===== src/rtl/pipe_hazard_ctrl_if.sv =====
// pipe_hazard_ctrl_if: ID/EX/WB hazard inputs and IF/ID/EX control outputs of the hazard sequencer
//   id_*          ID-stage instruction: valid, sources, destination, ret/halt decode
//   ex_redirect   EX taken branch/call this cycle
//   ret_done      return PC valid at IF (pulse)
//   wb_*          register-file write from WB
//   stall_if/stall_id/bubble_ex/flush_ifid/halted   pipeline control outputs
//   perf_*        stall/flush event counters, present only with HAZARD_PERF_CNT_EN
interface pipe_hazard_ctrl_if #(parameter int REG_W = 4);
    logic             id_valid;
    logic [REG_W-1:0] id_rs;
    logic [REG_W-1:0] id_rt;
    logic             id_uses_rs;
    logic             id_uses_rt;
    logic             id_writes_rd;
    logic [REG_W-1:0] id_rd;
    logic             id_is_ret;
    logic             id_is_halt;
    logic             ex_redirect;
    logic             ret_done;
    logic             wb_reg_write;
    logic [REG_W-1:0] wb_rd;
    logic             stall_if;
    logic             stall_id;
    logic             bubble_ex;
    logic             flush_ifid;
    logic             halted;
`ifdef HAZARD_PERF_CNT_EN
    logic [15:0]      perf_stall_cnt;
    logic [15:0]      perf_flush_cnt;
`endif
    modport master (
        output id_valid, id_rs, id_rt, id_uses_rs, id_uses_rt, id_writes_rd, id_rd,
               id_is_ret, id_is_halt, ex_redirect, ret_done, wb_reg_write, wb_rd,
`ifdef HAZARD_PERF_CNT_EN
        input  perf_stall_cnt, perf_flush_cnt,
`endif
        input  stall_if, stall_id, bubble_ex, flush_ifid, halted
    );
    modport slave (
        input  id_valid, id_rs, id_rt, id_uses_rs, id_uses_rt, id_writes_rd, id_rd,
               id_is_ret, id_is_halt, ex_redirect, ret_done, wb_reg_write, wb_rd,
`ifdef HAZARD_PERF_CNT_EN
        output perf_stall_cnt, perf_flush_cnt,
`endif
        output stall_if, stall_id, bubble_ex, flush_ifid, halted
    );
endinterface


===== src/rtl/pipe_hazard_ctrl.sv =====
// pipe_hazard_ctrl: scoreboard-based stall/flush sequencer for the 5-stage pipeline
//   clk, rst   clock, synchronous active-high reset
//   hz         pipe_hazard_ctrl_if.slave: ID/EX/WB hazard inputs, stall/flush/halt outputs
//   Optional HAZARD_PERF_CNT_EN adds hz.perf_stall_cnt / hz.perf_flush_cnt event counters.
module pipe_hazard_ctrl #(
    parameter int NUM_REGS   = 16,
    parameter int REG_W      = 4,
    parameter int CNT_W      = 2,
    parameter int PIPE_DEPTH = 3
) (
    input logic              clk,
    input logic              rst,
    pipe_hazard_ctrl_if.slave hz
);
    typedef enum logic [1:0] {RUN, RET_WAIT, DRAIN, HALTED} state_t;
    state_t                r_state, w_next;
    logic [CNT_W-1:0]      r_pend [NUM_REGS];
    logic [PIPE_DEPTH-1:0] r_issue_sr;
    logic [NUM_REGS-1:0]   w_up, w_dn;
    logic                  w_hazard, w_issue, w_inc, w_dec, w_pend_zero, w_redir, w_hz_stall;

    assign w_hazard = hz.id_valid &
                      ((hz.id_uses_rs & (r_pend[hz.id_rs] != '0) & (hz.id_rs != '0)) |
                       (hz.id_uses_rt & (r_pend[hz.id_rt] != '0) & (hz.id_rt != '0)));
    assign w_issue    = hz.id_valid & ~w_hazard & ~hz.ex_redirect & (r_state == RUN);
    assign w_inc      = w_issue & hz.id_writes_rd & (hz.id_rd != '0);
    assign w_dec      = hz.wb_reg_write & (hz.wb_rd != '0);
    // A redirect in RET_WAIT is ignored and HALTED exits only through reset.
    assign w_redir    = hz.ex_redirect & ((r_state == RUN) | (r_state == DRAIN));
    assign w_hz_stall = (r_state == RUN) & ~hz.ex_redirect & w_hazard;

    always_comb begin
        w_up = '0;
        w_dn = '0;
        w_up[hz.id_rd] = w_inc;
        w_dn[hz.wb_rd] = w_dec;
        w_pend_zero = 1'b1;
        for (int i = 0; i < NUM_REGS; i++) if (r_pend[i] != '0) w_pend_zero = 1'b0;
    end

    // Counters saturate; a simultaneous increment and decrement cancels.
    always_ff @(posedge clk) begin
        for (int i = 0; i < NUM_REGS; i++)
            if (rst) r_pend[i] <= '0;
            else if (w_up[i] && !w_dn[i] && r_pend[i] != '1) r_pend[i] <= r_pend[i] + 1'b1;
            else if (w_dn[i] && !w_up[i] && r_pend[i] != '0) r_pend[i] <= r_pend[i] - 1'b1;
        r_issue_sr <= rst ? '0 : {r_issue_sr[PIPE_DEPTH-2:0], w_issue};
        r_state    <= rst ? RUN : w_next;
    end

`ifndef SYNTHESIS
    always_ff @(posedge clk)
        if (!rst)
            for (int i = 0; i < NUM_REGS; i++) begin
                assert (!(w_up[i] && !w_dn[i] && r_pend[i] == '1)) else $error("pend overflow r%0d", i);
                assert (!(w_dn[i] && !w_up[i] && r_pend[i] == '0)) else $error("pend underflow r%0d", i);
            end
`endif

    always_comb begin
        w_next = r_state;
        case (r_state)
            RUN:      w_next = (w_issue & hz.id_is_ret & ~hz.ret_done) ? RET_WAIT :
                               (w_issue & hz.id_is_halt) ? DRAIN : RUN;
            RET_WAIT: w_next = hz.ret_done ? RUN : RET_WAIT;
            DRAIN:    w_next = (r_issue_sr == '0 && w_pend_zero) ? HALTED : DRAIN;
            default:  w_next = HALTED;
        endcase
    end

    always_comb begin
        hz.stall_if   = 1'b0;
        hz.stall_id   = 1'b0;
        hz.bubble_ex  = 1'b0;
        hz.flush_ifid = 1'b0;
        hz.halted     = 1'b0;
        if (rst) begin
        end else if (r_state == HALTED) begin
            hz.stall_if  = 1'b1;
            hz.stall_id  = 1'b1;
            hz.bubble_ex = 1'b1;
            hz.halted    = 1'b1;
        end else if (w_redir) begin
            hz.flush_ifid = 1'b1;
            hz.bubble_ex  = 1'b1;
        end else if (r_state != RUN) begin
            hz.stall_if   = 1'b1;
            hz.flush_ifid = 1'b1;
        end else if (w_hazard) begin
            hz.stall_if  = 1'b1;
            hz.stall_id  = 1'b1;
            hz.bubble_ex = 1'b1;
        end
    end

`ifdef HAZARD_PERF_CNT_EN
    always_ff @(posedge clk)
        if (rst) begin
            hz.perf_stall_cnt <= '0;
            hz.perf_flush_cnt <= '0;
        end else if (r_state != HALTED) begin
            hz.perf_stall_cnt <= hz.perf_stall_cnt + {15'd0, w_hz_stall};
            hz.perf_flush_cnt <= hz.perf_flush_cnt + {15'd0, hz.ex_redirect};
        end
`else
    logic w_unused;
    assign w_unused = w_hz_stall;
`endif
endmodule

===== src/flat_wrapper.sv =====
// flat-port wrapper written by rule: the top's interface ports become plain ports
module pipe_hazard_ctrl_flat 
#(
    parameter int NUM_REGS   = 16,
    parameter int REG_W      = 4,
    parameter int CNT_W      = 2,
    parameter int PIPE_DEPTH = 3
)
  (clk, rst, hz_id_valid, hz_id_rs, hz_id_rt, hz_id_uses_rs, hz_id_uses_rt, hz_id_writes_rd, hz_id_rd, hz_id_is_ret, hz_id_is_halt, hz_ex_redirect, hz_ret_done, hz_wb_reg_write, hz_wb_rd, hz_stall_if, hz_stall_id, hz_bubble_ex, hz_flush_ifid, hz_halted);
  pipe_hazard_ctrl_if #(.REG_W(REG_W)) hz_i ();
  input logic clk;
  input logic rst;
  input wire logic [$bits(hz_i.id_valid)-1:0] hz_id_valid;
  input wire logic [$bits(hz_i.id_rs)-1:0] hz_id_rs;
  input wire logic [$bits(hz_i.id_rt)-1:0] hz_id_rt;
  input wire logic [$bits(hz_i.id_uses_rs)-1:0] hz_id_uses_rs;
  input wire logic [$bits(hz_i.id_uses_rt)-1:0] hz_id_uses_rt;
  input wire logic [$bits(hz_i.id_writes_rd)-1:0] hz_id_writes_rd;
  input wire logic [$bits(hz_i.id_rd)-1:0] hz_id_rd;
  input wire logic [$bits(hz_i.id_is_ret)-1:0] hz_id_is_ret;
  input wire logic [$bits(hz_i.id_is_halt)-1:0] hz_id_is_halt;
  input wire logic [$bits(hz_i.ex_redirect)-1:0] hz_ex_redirect;
  input wire logic [$bits(hz_i.ret_done)-1:0] hz_ret_done;
  input wire logic [$bits(hz_i.wb_reg_write)-1:0] hz_wb_reg_write;
  input wire logic [$bits(hz_i.wb_rd)-1:0] hz_wb_rd;
  output wire logic [$bits(hz_i.stall_if)-1:0] hz_stall_if;
  output wire logic [$bits(hz_i.stall_id)-1:0] hz_stall_id;
  output wire logic [$bits(hz_i.bubble_ex)-1:0] hz_bubble_ex;
  output wire logic [$bits(hz_i.flush_ifid)-1:0] hz_flush_ifid;
  output wire logic [$bits(hz_i.halted)-1:0] hz_halted;
  assign hz_i.id_valid = hz_id_valid;
  assign hz_i.id_rs = hz_id_rs;
  assign hz_i.id_rt = hz_id_rt;
  assign hz_i.id_uses_rs = hz_id_uses_rs;
  assign hz_i.id_uses_rt = hz_id_uses_rt;
  assign hz_i.id_writes_rd = hz_id_writes_rd;
  assign hz_i.id_rd = hz_id_rd;
  assign hz_i.id_is_ret = hz_id_is_ret;
  assign hz_i.id_is_halt = hz_id_is_halt;
  assign hz_i.ex_redirect = hz_ex_redirect;
  assign hz_i.ret_done = hz_ret_done;
  assign hz_i.wb_reg_write = hz_wb_reg_write;
  assign hz_i.wb_rd = hz_wb_rd;
  assign hz_stall_if = hz_i.stall_if;
  assign hz_stall_id = hz_i.stall_id;
  assign hz_bubble_ex = hz_i.bubble_ex;
  assign hz_flush_ifid = hz_i.flush_ifid;
  assign hz_halted = hz_i.halted;
  pipe_hazard_ctrl #(.NUM_REGS(NUM_REGS), .REG_W(REG_W), .CNT_W(CNT_W), .PIPE_DEPTH(PIPE_DEPTH)) u_core (.clk(clk), .rst(rst), .hz(hz_i));
endmodule

===== config.mk =====
export PLATFORM = sky130hd
export DESIGN_NAME = pipe_hazard_ctrl_flat
export DESIGN_NICKNAME = d
export VERILOG_FILES = /design/src/rtl/pipe_hazard_ctrl_if.sv /design/src/rtl/pipe_hazard_ctrl.sv /design/src/flat_wrapper.sv
export SDC_FILE = /design/constraint.sdc
export NUM_CORES = 1
export LEC_CHECK = 0
export CAP_MARGIN = 20
export CORE_MARGIN = 3
export CORE_UTILIZATION = 23
export DETAILED_ROUTE_END_ITERATION = 8
export SYNTH_ARGS = -nofsm -noshare
export SYNTH_HDL_FRONTEND = slang
export SYNTH_SLANG_ARGS = --single-unit

===== constraint.sdc =====
create_clock -name clk -period 4.6 [get_ports clk]
set_clock_uncertainty 0.15 [all_clocks]
set_input_delay 0.69 -clock clk [delete_from_list [all_inputs] [get_ports clk]]
set_output_delay 0.69 -clock clk [all_outputs]
set_load 0.03 [all_outputs]

==> results of run 1 <==
-- per-stage QoR --
stage          instances  area [um^2]  setup slack [ns]  util (%)  hold WS (ns)
2_1_floorplan        341         3420              1.26         -         0.280
3_3_place_gp         542         3930             0.260      27.7         0.294
3_5_place_dp         542         3930             0.235      27.7         0.305
4_1_cts              550         4070             0.227      28.7         0.316
5_1_grt              550         4070             0.141      28.7         0.334
6_report             550         4070             0.253      28.7         0.312
-- flip-flops by register name, indices dropped and copies added (netlist names) --
signal	flops
u_core.r_state	2
u_core.r_issue_sr	3
u_core.r_pend	32
-- final timing paths --
check	endpoint	slack, ns	cells past startpoint
setup / recovery	hz_bubble_ex	0.25	10
hold / removal	u_core.r_issue_sr[2]$_SDFF_PP0_	0.31	1
setup reg to reg	u_core.r_pend[7][1]$_DFFE_PP_	1.33	8
hold reg to reg	u_core.r_issue_sr[2]$_SDFF_PP0_	0.31	1
-- power by group through the flow --
stage	logic (mW)	registers [mW]	clock network, mW
floorplan	0.129	0.396	0
global placement	0.194	0.405	0
detailed placement	0.198	0.405	0
CTS	0.199	0.398	0.342
global route	0.217	0.401	0.355
finish	0.199	0.399	0.334
-- synth_stat cells, types with 3 or more instances --
library cell | n | area (um^2)
or4b_2 | 5 | 50.1
o211ai_1 | 14 | 105
clkbuf_1 | 12 | 45.0
nand2_1 | 17 | 63.8
ha_1 | 29 | 363
nor3_1 | 16 | 80.1
or2_2 | 5 | 31.3
mux2i_1 | 14 | 140
nand4_1 | 5 | 31.3
nor2_1 | 11 | 41.3
nand3_1 | 14 | 70.1
inv_1 | 32 | 120
or4_1 | 7 | 52.6
nor2b_1 | 10 | 62.6
mux4_2 | 13 | 293
mux4_1 | 3 | 78.8
o21ai_0 | 7 | 35.0
a311o_1 | 4 | 40.0
or3_1 | 11 | 68.8
a21oi_1 | 20 | 100
dfxtp_1 | 5 | 100
edfxtp_1 | 32 | 961
a211oi_1 | 6 | 45.0
o41ai_2 | 3 | 48.8
nor3b_1 | 3 | 22.5
a211o_1 | 9 | 78.8
-- area by class of cell --
cell class / count / area, um^2
multi-input combinational: 254 / 2160
sequential: 37 / 1060
fill: 1476 / 10100
tap: 180 / 225
timing repair buffer: 38 / 363
clock buffer: 6 / 129
clock inverter: 2 / 10.0
inverter: 33 / 124
-- layer usage --
layer  share of wire (%)  track usage [%]  routed length [um]
met1                  42             16.8                4340
met2                  48             21.6                5000
met5                   0                0                   0
met3                 8.0             3.29                 831
met4                 1.7             3.50                 176
-- worst max-delay path: cells and delay by family --
| family | cells | cell delay (ns) |
|---|---|---|
| AO/OA/AOI/OAI | 4 | 0.73 |
| multiplexers | 1 | 0.57 |
| buffers and inverters | 3 | 1.24 |
| AND/OR/NAND/NOR | 2 | 0.28 |
-- cell families after synthesis --
family          after synthesis  share of synthesized area [%]
simple gates                116                           19.7
compound gates               77                           17.6
buf+inv                      50                           5.96
flops                        37                           31.0
mux                          30                           15.0
fa+ha+maj                    29                           10.6
other cells                   1                          0.110
==> out/metrics.csv, run 1 <==
stage,metric,value,unit
outcome,status,"complete, no violations",
place,Placer Congestion,0.900,
worst_setup_path,worst endpoint required time,3.76,ns
synth,"Cell Area, Synth",3420,um^2
global_routing,All-Layer GR Usage,13.0,%
clock_tree,Post-CTS Hold Fix Bufs,0,
job,max-cap violations,0,
die,Die X,128,um
clock_tree,Root Buffer,clkbuf_16,
layout,Syn-to-layout area delta,19.0,%
die,die footprint,16400,um^2
hold_path,HP Start,u_core.r_issue_sr[1]$_SDFF_PP0_,
clock_tree,worst skew pair latency,0.28,ns
synth,Main synth FF type,edfxtp_1,
power_and_ir_drop,combinational share of power,21.3,%
timing,pins over their slew limit,0,
worst_setup_path,CP dominant cell by count,clkdlybuf4s50_1,
global_routing,first-pass GRT wire length,16700,um
worst_setup_path,CP Capture Type,primary output,
clock_tree,# H-tree levels,2,
power_and_ir_drop,clock share of power,35.8,%
timing,Final Cycle Share,94.5,%
worst_setup_path,reg2reg start,u_core.r_pend[5][0]$_DFFE_PP_,
synth,mean post-synth cell area,10.1,um^2
clock_tree,CTS tree,built,
synth,Synth Instances,340,
clock_tree,postcts setup bufs,0,
die,Ports,32,
clock_tree,CTS Sinks,37,
clock_tree,Clock Tree Buf Depth,2,
clock_tree,clk slew on worst S/H paths,0.05,ns
synth,number of synthesized register bits,37,
global_routing,pin count of the biggest net entering global routing,20,
synth,Yosys cell types,50,
clock_tree,# resized after CTS,0,
synth,sequential fraction of the synthesis area,31.0,%
timing,Fin. Hold Viols,0,
routing,DRC Markers,0,
power_and_ir_drop,leakage,1.46,nW
hold_path,Hold WC Path Type,flip-flop to flip-flop,
power_and_ir_drop,Tot Pwr,0.931,mW
routing,vias after detailed routing,2995,
timing,slew margin rel.,54.2,%
layout,"commonest cells after routing, fill and taps aside","32 x inv_1, 32 x edfxtp_1, 31 x clkdlybuf4s50_1",
power_and_ir_drop,share of power burned in registers,42.8,%
die,Starting Density,24.1,%
synth,number of synthesized flops with an enable pin,32,
worst_setup_path,max incr delay on CP,0.60,ns
worst_setup_path,crit path from,hz_id_rt[0],
worst_setup_path,Setup CP Type,input port to primary output,
worst_setup_path,Worst setup SP type,input port,
place,post-DP HPWL,8190,um
power_and_ir_drop,peak supply drop,141,uV
die,Core Area,14200,um^2
die,Cell Rows,43,
worst_setup_path,CP Cell Sequence,clkdlybuf4s50_1 > buf_4 > mux4_1 > a22oi_1 > nand3_1 > o211ai_4 > nand2_1 > a311oi_1 > a211oi_1 > clkdlybuf4s50_1,
worst_setup_path,CP Max Fanout,9,
worst_setup_path,Slowest cell on crit path,clkdlybuf4s50_1,
place,Port Buffer Count,31,
clock_tree,cts bufs inserted,5,
timing,Worst-Margin Slew,0.682,ns
power_and_ir_drop,Psw,0.262,mW
synth,Post-synth ARST share,0,%
synth,Ys Warns,0,
routing,initial DRC count,228,
die,die height,128,um
power_and_ir_drop,Power Dens Cells,229,nW/um^2
layout,NumNets Final,425,
layout,layout cells sized above 1,13.0,%
routing,post-route ant nets,0,
timing,RSZ-0062 raised after global routing,no,
routing,WL/cell,18.8,um
timing,post-route setup TNS,0,ns
routing,vias per cell,5.45,
timing,Final Critical Period,4.35,ns
global_routing,initial antenna violation count,0,
global_routing,global route total overflow,0,
layout,ANT cells,0,
timing,setup violators final,0,
power_and_ir_drop,internal power,0.669,mW
global_routing,vias in the first global route,2995,
worst_setup_path,critical path data arrival time,3.51,ns
timing,fmax,230,MHz
power_and_ir_drop,sw frac,28.2,%
routing,Pre-antenna DRT Iters,5,
routing,final WL,10300,um
Note: power is estimated with default switching activity, not from simulation.
==> inputs of run 2 (changes only) <==
--- a/config.mk
+++ b/config.mk
@@ -7,7 +7,7 @@
 export LEC_CHECK = 0
 export CAP_MARGIN = 20
 export CORE_MARGIN = 3
-export CORE_UTILIZATION = 23
+export CORE_UTILIZATION = 42
 export DETAILED_ROUTE_END_ITERATION = 8
 export SYNTH_ARGS = -nofsm -noshare
 export SYNTH_HDL_FRONTEND = slang
==> run 2 against run 1 <==
Against the previous run:
- routed wire length fell by 5.8%
- first-iteration DRC count rose by 3.5%
- clock-buffer cell count is 1 higher
- critical path type unchanged
- global-route usage grew 9.1 points
- fmax is 2.3% lower
- largest power group unchanged
- worst setup slack worse by 0.10 ns
- power is 8.3% lower
- sequential power about the same
==> out/metrics.csv, run 2 (synthesized netlist as in run 1, its figures left out) <==
stage,metric,value,unit
outcome,status,"complete, no violations",
global_routing,met1 usage,30.8,%
layout,NumNets Final,422,
global_routing,routing usage on met3,2.74,%
power_and_ir_drop,Psw,0.252,mW
die,Core Area,7810,um^2
layout,layout cells sized above 1,12.5,%
die,die height,96.3,um
layout,area of the multi-input gates,2160,um^2
power_and_ir_drop,Power Dens Cells,218,nW/um^2
power_and_ir_drop,share of power burned in registers,46.7,%
die,Die X,96.3,um
routing,post-route ant nets,0,
timing,RSZ-0062 raised after global routing,no,
power_and_ir_drop,sw frac,29.5,%
timing,post-route setup TNS,0,ns
routing,initial DRC count,236,
routing,vias per cell,6.21,
global_routing,met2 usage,35.5,%
power_and_ir_drop,clock share of power,30.6,%
worst_setup_path,Worst setup SP type,input port,
timing,pins over their slew limit,0,
global_routing,vias in the first global route,2778,
timing,setup violators final,0,
worst_setup_path,Crit path max-delay family,buffers and inverters,
timing,Final Cycle Share,96.8,%
timing,Fin. Hold Viols,0,
routing,WL/cell,20.8,um
place,Placer Congestion,0.880,
routing,vias after detailed routing,2911,
worst_setup_path,Slowest cell on crit path,clkdlybuf4s50_1,
place,post-DP HPWL,7430,um
timing,Final Critical Period,4.45,ns
routing,DRC Markers,0,
global_routing,initial antenna violation count,0,
worst_setup_path,Setup CP Type,input port to primary output,
global_routing,pin count of the biggest net entering global routing,28,
layout,Biggest register,u_core.r_pend,
layout,register area,1060,um^2
power_and_ir_drop,combinational share of power,22.7,%
global_routing,All-Layer GR Usage,22.1,%
timing,Worst-Margin Slew,0.609,ns
layout,fillers,729,
worst_setup_path,critical path data arrival time,3.61,ns
worst_setup_path,CP Cell Sequence,clkdlybuf4s50_1 > buf_4 > mux4_2 > a22oi_1 > nand3_1 > o211ai_4 > nand2_1 > a211oi_1 > a211oi_1 > clkdlybuf4s50_1,
place,Port Buffer Count,31,
routing,final WL,9750,um
clock_tree,# H-tree levels,2,
clock_tree,# resized after CTS,0,
die,Starting Density,43.8,%
worst_setup_path,worst endpoint required time,3.76,ns
clock_tree,CTS tree,built,
layout,"commonest cells after routing, fill and taps aside","32 x inv_1, 32 x edfxtp_1, 29 x ha_1, 29 x clkdlybuf4s50_1, 20 x a21oi_1",
global_routing,global route total overflow,0,
die,Cell Rows,32,
worst_setup_path,CP Capture Type,primary output,
clock_tree,worst skew pair latency,0.30,ns
layout,Largest register FFs,32,
power_and_ir_drop,leakage,1.45,nW
hold_path,Hold WC Path Type,flip-flop to flip-flop,
clock_tree,Clock Tree Buf Depth,2,
worst_setup_path,"Buf+Inv Stages, Crit Path",3,
worst_setup_path,max incr delay on CP,0.61,ns
clock_tree,CTS Sinks,37,
layout,Syn-to-layout area delta,14.6,%
layout,final core utilization,50.2,%
layout,ANT cells,0,
job,max-cap violations,0,
timing,fmax,225,MHz
clock_tree,cts bufs inserted,5,
routing,Pre-antenna DRT Iters,4,
clock_tree,Root Buffer,clkbuf_8,
die,die footprint,9260,um^2
global_routing,first-pass GRT wire length,15200,um
timing,slew margin rel.,59.1,%
clock_tree,postcts setup bufs,0,
clock_tree,clk slew on worst S/H paths,0.08,ns
die,Ports,32,
clock_tree,Post-CTS Hold Fix Bufs,0,
power_and_ir_drop,peak supply drop,99.5,uV
layout,Regs by FF count,"u_core.r_pend x32, u_core.r_issue_sr x3, u_core.r_state x2",
global_routing,global route hottest layer,met2,
power_and_ir_drop,internal power,0.602,mW
worst_setup_path,CP Max Fanout,9,
## run 2: power by group through the flow
| stage | clock network, mW | registers [mW] | logic [mW] |
|---|---|---|---|
| after floorplan | 0 | 0.396 | 0.129 |
| after global placement | 0 | 0.405 | 0.189 |
| after detailed placement | 0 | 0.405 | 0.192 |
| after CTS | 0.266 | 0.398 | 0.193 |
| after global routing | 0.275 | 0.400 | 0.210 |
| final | 0.261 | 0.398 | 0.194 |
## run 2: layer usage
| metal | vias to the layer above | share of wire [%] |
|---|---|---|
| li1 | 1368 | - |
| met1 | 1442 | 43 |
| met2 | 88 | 47 |
| met3 | 13 | 7.5 |
| met4 | 0 | 2.0 |
| met5 | - | 0 |
## run 2: through the flow
stage,instances,hold slack (ns),setup WS [ns],power [mW],instance area (um^2)
6_report,469,0.315,0.149,0.853,3920
3_5_place_dp,461,0.303,0.101,0.597,3810
3_3_place_gp,461,0.301,0.177,0.595,3810
5_1_grt,469,0.334,0.0256,0.885,3920
2_1_floorplan,341,0.280,1.26,0.525,3420
4_1_cts,469,0.316,0.0967,0.857,3910
## run 2: cell type report
type / count / area share, %
inverter: 33 / 3.16
tap: 102 / 3.26
sequential: 37 / 27.1
clock inverter: 1 / 0.128
clock buffer: 7 / 2.46
timing repair buffer: 35 / 8.81
multi-input combinational: 254 / 55.1
## run 2: final timing paths
kind                                    from                               to  slack, ns  cells after the start
max                              hz_id_rs[0]                      hz_stall_if       0.15                     10
min          u_core.r_issue_sr[0]$_SDFF_PP0_  u_core.r_issue_sr[1]$_SDFF_PP0_       0.32                      1
max reg2reg    u_core.r_pend[2][0]$_DFFE_PP_   u_core.r_pend[11][0]$_DFFE_PP_       1.38                      7
min reg2reg  u_core.r_issue_sr[0]$_SDFF_PP0_  u_core.r_issue_sr[1]$_SDFF_PP0_       0.32                      1
## run 2: worst register-to-register path, delay by kind of cell (launching register included)
kind | cells | cell delay [ns]
AOI/OAI and AO/OA | 4 | 1.20
DFF | 1 | 0.49
muxes | 1 | 0.50
and+or+nand+nor | 2 | 0.61
==> inputs of run 3 (changes only) <==
--- a/config.mk
+++ b/config.mk
@@ -8,6 +8,7 @@
 export CAP_MARGIN = 20
 export CORE_MARGIN = 3
 export CORE_UTILIZATION = 42
+export CTS_CLUSTER_SIZE = 30
 export DETAILED_ROUTE_END_ITERATION = 8
 export SYNTH_ARGS = -nofsm -noshare
 export SYNTH_HDL_FRONTEND = slang
==> results of run 3 <==
Final layout, timing and power as in run 2 (identical DEF).
